<file path="src/rtl/matrix_sr_rx.sv">
// Receiver for the 8x8 RGB matrix 74HC595 chain: oversamples sck/lat/sdi, rebuilds
// 32-bit row words, classifies each latch and keeps an 8x24 frame buffer.
module matrix_sr_rx #(
  parameter int SYNC_STAGES = 2,
  parameter int ERR_W       = 8
) (
  input  logic             clk,
  input  logic             reset,
  input  logic             sck,
  input  logic             lat,
  input  logic             sdi,
  output logic             row_valid,
  output logic [2:0]       row_idx,
  output logic [7:0]       row_red,
  output logic [7:0]       row_blue,
  output logic [7:0]       row_green,
  output logic             blank_row,
  output logic             frame_done,
  output logic             len_err,
  output logic             hot_err,
  output logic [ERR_W-1:0] err_count,
  input  logic [2:0]       rd_addr,
  output logic [23:0]      rd_data
);

  logic [SYNC_STAGES-1:0] sck_sync, lat_sync, sdi_sync;
  logic                   sck_hist, lat_hist;
  logic                   sck_s, lat_s, sdi_s, sck_rise, lat_rise;
  logic [31:0]            sr, sr_nx;
  logic [5:0]             bit_cnt, cnt_nx;
  logic [7:0]             anode, red_nx, blue_nx, green_nx;
  logic [2:0]             idx_nx;
  logic                   anode_onehot, good, blank, len_bad, hot_bad;
  logic [23:0]            fbuf [8];

  assign sck_s    = sck_sync[SYNC_STAGES-1];
  assign lat_s    = lat_sync[SYNC_STAGES-1];
  assign sdi_s    = sdi_sync[SYNC_STAGES-1];
  assign sck_rise = sck_s & ~sck_hist;
  assign lat_rise = lat_s & ~lat_hist;

  always_ff @(posedge clk or posedge reset) begin
    if (reset) begin
      sck_sync <= '0;
      lat_sync <= '0;
      sdi_sync <= '0;
      sck_hist <= 1'b0;
      lat_hist <= 1'b0;
    end else begin
      sck_sync <= {sck_sync[SYNC_STAGES-2:0], sck};
      lat_sync <= {lat_sync[SYNC_STAGES-2:0], lat};
      sdi_sync <= {sdi_sync[SYNC_STAGES-2:0], sdi};
      sck_hist <= sck_s;
      lat_hist <= lat_s;
    end
  end

  // A latch arriving with the final shift classifies the post-shift word.
  always_comb begin
    sr_nx  = sr;
    cnt_nx = bit_cnt;
    if (sck_rise) begin
      sr_nx = {sr[30:0], sdi_s};
      if (bit_cnt != 6'd63) cnt_nx = bit_cnt + 6'd1;
    end
    idx_nx = 3'd0;
    for (int c = 0; c < 8; c++) begin
      red_nx[c]   = ~sr_nx[31-c];
      blue_nx[c]  = ~sr_nx[23-c];
      green_nx[c] = ~sr_nx[15-c];
      anode[c]    = sr_nx[7-c];
    end
    for (int c = 0; c < 8; c++) begin
      if (anode[c]) idx_nx = 3'(c);
    end
    anode_onehot = (anode != 8'd0) && ((anode & (anode - 8'd1)) == 8'd0);
    len_bad = lat_rise && (cnt_nx != 6'd32);
    blank   = lat_rise && (cnt_nx == 6'd32) && (anode == 8'd0);
    good    = lat_rise && (cnt_nx == 6'd32) && anode_onehot;
    hot_bad = lat_rise && (cnt_nx == 6'd32) && (anode != 8'd0) && !anode_onehot;
  end

  always_ff @(posedge clk or posedge reset) begin
    if (reset) begin
      sr         <= '0;
      bit_cnt    <= '0;
      row_valid  <= 1'b0;
      row_idx    <= '0;
      row_red    <= '0;
      row_blue   <= '0;
      row_green  <= '0;
      blank_row  <= 1'b0;
      frame_done <= 1'b0;
      len_err    <= 1'b0;
      hot_err    <= 1'b0;
      err_count  <= '0;
      rd_data    <= '0;
      for (int r = 0; r < 8; r++) fbuf[r] <= '0;
    end else begin
      sr         <= sr_nx;
      bit_cnt    <= lat_rise ? 6'd0 : cnt_nx;
      row_valid  <= good;
      blank_row  <= blank;
      frame_done <= good && (idx_nx == 3'd7);
      len_err    <= len_bad;
      hot_err    <= hot_bad;
      if (good) begin
        row_idx      <= idx_nx;
        row_red      <= red_nx;
        row_blue     <= blue_nx;
        row_green    <= green_nx;
        fbuf[idx_nx] <= {red_nx, blue_nx, green_nx};
      end
      if ((len_bad || hot_bad) && (err_count != {ERR_W{1'b1}}))
        err_count <= err_count + ERR_W'(1);
      rd_data <= fbuf[rd_addr];
    end
  end

endmodule

</file>
<file path="config.mk">
export PLATFORM = sky130hd
export DESIGN_NAME = matrix_sr_rx
export DESIGN_NICKNAME = d
export VERILOG_FILES = /design/src/rtl/matrix_sr_rx.sv
export SDC_FILE = /design/constraint.sdc
export NUM_CORES = 1
export LEC_CHECK = 0
export ABC_AREA = 1
export BUFFER_PORTS_ARGS = -buffer_cell sky130_fd_sc_hd__buf_2
export CORE_MARGIN = 10
export CORE_UTILIZATION = 60
export CTS_CLUSTER_SIZE = 40
export DETAILED_ROUTE_END_ITERATION = 10
export HOLD_SLACK_MARGIN = 0.06
export PLACE_DENSITY = 0.78
export SKIP_CTS_REPAIR_TIMING = 1
export SLEW_MARGIN = 30
export SYNTH_ARGS = -nofsm -noshare
export SYNTH_HDL_FRONTEND = slang
export SYNTH_SLANG_ARGS = --single-unit
</file>
<file path="constraint.sdc">
create_clock -name clk -period 9.92 [get_ports clk]
set_input_delay 0.496 -clock clk [delete_from_list [all_inputs] [get_ports clk]]
set_output_delay 0.496 -clock clk [all_outputs]
set_load 0.01 [all_outputs]
</file>
==> Yosys cells after proc, flatten, opt, wreduce, memory -nomap -nowiden <==
Cells that the tools add are included.
{ "op_classes": {"reduce_logical": 15, "n_eq_ne": 5, "bitwise_logic": 31, "div": 0, "n_mul": 0, "muxes": 17, "order_cmp": 3, "shifts": 0, "addsub": 3} }
{ "op_table": {"columns": ["op", "n"], "rows": [
  ["bitwise mux 192 bit", 1],
  ["binary-select mux 24 bit (select 3 bit)", 1],
  ["demux 24 bit (select 3 bit)", 1],
  ["2-to-1 mux 24 bit", 3],
  ["2-to-1 mux 32 bit", 1],
  ["NOT 1 bit", 26],
  ["2-to-1 mux 3 bit", 6],
  ["2-to-1 mux 6 bit", 3],
  ["zero test 8 bit", 2],
  ["!= test 6 bit (second input constant)", 2],
  ["logical AND 1 bit", 10],
  ["adder 8 x 1 -> 8 bit (second input constant)", 1],
  ["bitwise AND 8 bit", 1],
  ["greater-or-equal comparator 4 bit (second input constant)", 2],
  ["!= test 8 bit (second input constant)", 1],
  ["NOT 3 -> 4 bit", 2],
  ["nonzero test 8 bit", 1],
  ["subtractor 8 x 1 -> 8 bit (second input constant)", 1],
  ["adder 6 x 1 -> 6 bit (second input constant)", 1],
  ["equality test 6 bit (second input constant)", 1],
  ["< comparator 4 x 1 -> 1 bit (second input constant)", 1],
  ["equality test 3 bit (second input constant)", 1],
  ["bitwise AND 1 bit", 2],
  ["zero test 1 bit", 1],
  ["2 further kinds", 2]
]} }
{ "word_totals": {"rom_bits": 0, "latch_bits": 0, "memories": 0, "out_inout_bits": 64, "in_bits": 8, "ram_bits": 0, "elab_cells": 100, "ff_bits": 302} }

==> Depth between registers and ports, before layout <==
{ "logic_depth": {"depth_word": 16, "ltp_mapped": 18, "depth_no_buf": 15} }

==> Least setup slack after synthesis <==
OpenSTA, ideal clock, no wires.
{ "synth_timing": {"path_type": "reg-to-reg", "from": "reg bit_cnt[0]", "to": "reg fbuf[175] (netlist name)", "period_less_slack_ns": 2.223, "t_arrival_ns": 2.105, "setup_slack_ns": 7.697, "stages_incl_launch_ff": 17, "n_path_buf": 3, "cell_sequence": "dfrtp_1 > ha_1 > nand3_1 > inv_1 > nand2_1 > nand2_1 > o21ai_1 > nand3_1 > nor3_2 > inv_1 > buf_4 > nor2_4 > buf_8 > nand2_4 > buf_6 > nand2_1 > nand2_1"} }
{ "synth_between": {"elab_chain_cells": 6, "elab_cells_between_ends": 7, "cone_classes": "add/sub (1); eq/ne (2); mux (2); reduce/logical (2)"} }
{ "synth_lines": {"columns": ["item", "line", "text"], "rows": [
  ["start: declaration", "30", "logic [5:0] bit_cnt, cnt_nx;"],
  ["start signal: assignment", "101", "bit_cnt <= lat_rise ? 6'd0 : cnt_nx;"],
  ["adder 6 x 1 -> 6 bit or != test 6 bit (tied branches)", "64", "if (bit_cnt != 6'd63) cnt_nx = bit_cnt + 6'd1;"],
  ["2-to-1 mux 6 bit", "64", null],
  ["2-to-1 mux 6 bit (*)", "62", "if (sck_rise) begin"],
  ["equality test 6 bit (*)", "79", "good = lat_rise && (cnt_nx == 6'd32) && anode_onehot;"],
  ["logical AND 1 bit (*) (2 in a row)", "79", null],
  ["end signal: indexed assignment", "112", "fbuf[idx_nx] <= {red_nx, blue_nx, green_nx};"],
  ["end: declaration", "34", "logic [23:0] fbuf [8];"]
]} }
Mark *: on every way between the ends. The rest lies on a longest branch, timed or not.
A chain may end at the register's enable or synchronous reset.

==> Worst setup path after layout <==
{ "layout_timing": {"from": "reg sck_sync[1]", "to": "reg fbuf[35] (netlist name)"} }
{ "layout_between": {"elab_chain_cells": 15, "elab_cells_between_ends": 26, "cone_classes": "add/sub (1); order compare (2); eq/ne (1); mux (12); bitwise (4); reduce/logical (6)"} }
{ "layout_lines": {"columns": ["item", "line", "text"], "rows": [
  ["start: declaration", "26", "logic [SYNC_STAGES-1:0] sck_sync, lat_sync, sdi_sync;"],
  ["start signal: assignment", "50", "sck_sync <= {sck_sync[SYNC_STAGES-2:0], sck};"],
  ["bitwise AND 1 bit (*)", "39", "assign sck_rise = sck_s & ~sck_hist;"],
  ["2-to-1 mux 32 bit", "62", null],
  ["2-to-1 mux 1 bit", "74", "if (anode[c]) idx_nx = 3'(c);"],
  ["2-to-1 mux 3 bit (6 in a row)", "74", null],
  ["NOT 3 -> 4 bit (implied by the code)", "112", null],
  ["greater-or-equal comparator 4 bit (implied by the code) or < comparator 4 x 1 -> 1 bit (tied branches)", "112", null],
  ["logical AND 1 bit (implied by the code)", "112", null],
  ["2-to-1 mux 24 bit (implied by the code)", "112", null],
  ["demux 24 bit (select 3 bit)", "112", null],
  ["bitwise mux 192 bit", "112", null]
]} }
Marks and branches as above.

==> impl_metrics.env <==
export IMPL_dpl_instance_area_um2=14000
export IMPL_ys_seq_area_share_pct=54.9
export IMPL_fin_crit_ns=4.46
export IMPL_startpoint="sck_sync[1]"
export IMPL_maxCapViolCount=0
export IMPL_cpMaxStageDelayCell="nor2_4"
export IMPL_critical_path_required_ns=10.35
export IMPL_clockBufferDepth=3
export IMPL_syn_area_um2=13800
export IMPL_ant_nets=0
export IMPL_final_cell_area_um2=15000
export IMPL_hpwl_um=20600
export IMPL_finalPower_mw=2.85
export IMPL_synthToLayoutAreaGrowth_pct=9.15
export IMPL_slew_headroom_pct=31.8
export IMPL_dieArea_um2=29400
export IMPL_hold_viol_final=0
export IMPL_gp_congestion=0.826
export IMPL_period_share_pct=44.9
export IMPL_htreeDepth=1
export IMPL_drc_errors=0
export IMPL_regToRegEndpoint="fbuf[35]"
export IMPL_clk_latency_ns=0.56
export IMPL_postSynthNetCount=1686
export IMPL_synth_top_flop_cell="dfrtp_1"
export IMPL_cp_top_family="simple AND/OR/NAND/NOR gates"
export IMPL_numCtsBuffers=30
export IMPL_leakage_nw=8.18
export IMPL_clock_sinks=302
export IMPL_cp_end_kind="flop"
export IMPL_synth_async_reset_ratio_pct=100
export IMPL_worst_r2r_startpoint="sck_sync[1]"
export IMPL_highest_layer="met4"
export IMPL_crit_path_end="fbuf[35]"
export IMPL_rsz0062_at_grt="no"
export IMPL_worstRegToRegCells=12
export IMPL_whs_ns=0.0260
export IMPL_slowest_delay_ns=0.60
export IMPL_power_density_nw_per_um2=190
export IMPL_yosysWarnings=0
export IMPL_worst_path_stages=12
export IMPL_vias=11600
export IMPL_diodes=0
export IMPL_viasPerCell=5.78
export IMPL_grt_overflow=0
export IMPL_finalClockSkew_ns=0.0256
export IMPL_fp_dieW_um=171
export IMPL_dr_wl_met3_um=2990
export IMPL_die_h_um=171
export IMPL_numPortBuffers=71
export IMPL_drive_above_1_share_pct=9.81
export IMPL_path_clk_slew_ns=0.06
export IMPL_ir_worst_vdd_mv=0.155
export IMPL_synthCells=1676
export IMPL_start_kind="flop"
export IMPL_slew_viol_final=0
export IMPL_dr_wl_met2_um=17400
export IMPL_grt_use_total_pct=25.0
export IMPL_synth_area_leader_cell="dfrtp_1"
export IMPL_crit_path_frequent_cell="nand2_1"
export IMPL_rrSetupSlack_ns=5.46
export IMPL_postSynthAreaPerCell_um2=8.21
export IMPL_grt_max_degree=206
export IMPL_ys_seq_elements=302
export IMPL_synth_edf_count=0
export IMPL_critPathBufInv=2
export IMPL_drtIter0Drc=1553
export IMPL_path_cells="nand2_4 -> nor2_1 -> nand4_1 -> nand2_1 -> nand2_1 -> nor3_2 -> inv_1 -> nor2_4 -> buf_12 -> nand2_4 -> nand2_1 -> nand2_1"
export IMPL_outcome="finished clean"
export IMPL_yosys_top_cells_area="dfrtp_1 55%, nand2_1 15%, nand3_1 8.2%, o21ai_0 5.5%, nor2_1 5.0%"
export IMPL_nets=1699
export IMPL_grt_pass1_wl_um=59300
export IMPL_cts_tree="built"
export IMPL_fmax_mhz=224
export IMPL_setup_viol=0
export IMPL_final_setup_tns_ns=0
export IMPL_wl_per_cell_um=18.2
export IMPL_ys_types=31
export IMPL_worstMarginPinSlew_ns=1.02
export IMPL_hp_class="input port to asynchronous set/reset pin"
export IMPL_rows=55
export IMPL_crit_fanout=205
export IMPL_met1_length_um=14900
export IMPL_cp_arrival_ns=4.88
export IMPL_firstDrtPassIters=6
export IMPL_synth_top_area_share_pct=54.9
export IMPL_pin_count=72
export IMPL_antenna_found_initial=0
export IMPL_grt_pass1_vias=11100
export IMPL_clockRootBuffer="clkbuf_16"
export IMPL_start_util_pct=60.8
export IMPL_wl_um=36300
export IMPL_crit_type="flop to flop"
export IMPL_core_area_um2=22600
==> through the flow <==
stage | setup WS (ns) | cells | utilization (%)
after floorplan | 1.08 | 1676 | -
after global placement | 5.78 | 1939 | 61.6
after detailed placement | 5.64 | 1939 | 61.7
after CTS | 5.58 | 1994 | 66.2
after global routing | 5.05 | 1997 | 66.4
final | 5.46 | 1997 | 66.4
==> cell families (layout without fill, tap and decap cells) <==
| logic type | count (synthesis) | after routing | share of synthesized area [%] |
|---|---|---|---|
| xor+xnor | 6 | 6 | 0.382 |
| compound gates | 208 | 208 | 8.05 |
| simple gates | 968 | 968 | 29.5 |
| buf+inv | 190 | 226 | 6.99 |
| flops | 302 | 302 | 54.9 |
| fa+ha+maj | 2 | 2 | 0.182 |
==> routing by layer <==
metal | track usage [%] | up-vias
met5 | 0 | -
li1 | - | 5428
met4 | 7.52 | 0
met1 | 33.4 | 5544
met3 | 4.19 | 88
met2 | 40.8 | 492
==> state kept, by name, indices dropped and copies added, names as in the netlist <==
register and count:
fbuf 192, sr 32, rd_data 24, err_count 8, row_blue 8, row_green 8, row_red 8, bit_cnt 6
row_idx 3, lat_sync 2, sck_sync 2, sdi_sync 2, blank_row 1, frame_done 1, hot_err 1, lat_hist 1
len_err 1, row_valid 1, sck_hist 1
==> synth_stat cells (5+ instances only) <==
cell type and instances:
a31oi_1 24, o21ai_0 150, inv_1 55, nand3_1 225
clkinv_1 24, buf_4 28, o22ai_1 24, dfrtp_1 302
nor2_1 185, buf_6 17, inv_2 5, nor2_2 5
nand2_1 532, clkbuf_1 53, o21ai_1 6, nand2_4 9
==> layout by cell type (no fill, tap or decap), types with 4 or more instances in the layout <==
cell,Yosys,layout
nor2_1,185,185
nand2_4,9,9
o22ai_1,24,24
a31oi_1,24,24
clkinv_1,24,24
o21ai_1,6,4
inv_1,55,52
nand3_1,225,225
o21ai_0,150,150
buf_4,28,11
clkbuf_16,0,31
clkbuf_1,53,6
nand2_1,532,532
dfrtp_1,302,302
clkinv_2,0,7
inv_2,5,5
buf_2,4,71
nor2_2,5,5
nor2_4,4,4
clkbuf_8,0,7
==> how the worst min path moves through the flow <==
stage                    to  slack (ns)  depth (start not counted)
2_1_floorplan   lat_sync[1]        0.33                          0
3_3_place_gp    sdi_sync[1]        0.33                          0
3_5_place_dp    sdi_sync[1]        0.33                          0
4_1_cts         sck_sync[0]        0.02                          1
5_1_grt        row_green[2]        0.08                          2
6_report       row_green[7]        0.03                          2
==> power breakdown <==
group | switching [mW] | internal [mW] | total, mW
Combinational | 0.292 | 0.0799 | 0.372
Sequential | 0.0264 | 1.27 | 1.30
Clock | 0.482 | 0.700 | 1.18
Total | 0.800 | 2.05 | 2.85
==> area by class of cell <==
class	instances	area, um^2
Multi-Input combinational cell	1184	5260
Clock inverter	11	139
Inverter	84	325
Fill cell	1876	7610
Sequential cell	302	7560
Tap cell	285	357
Clock buffer	44	895
Timing Repair Buffer	87	499
(Power assumes the default switching activity.)
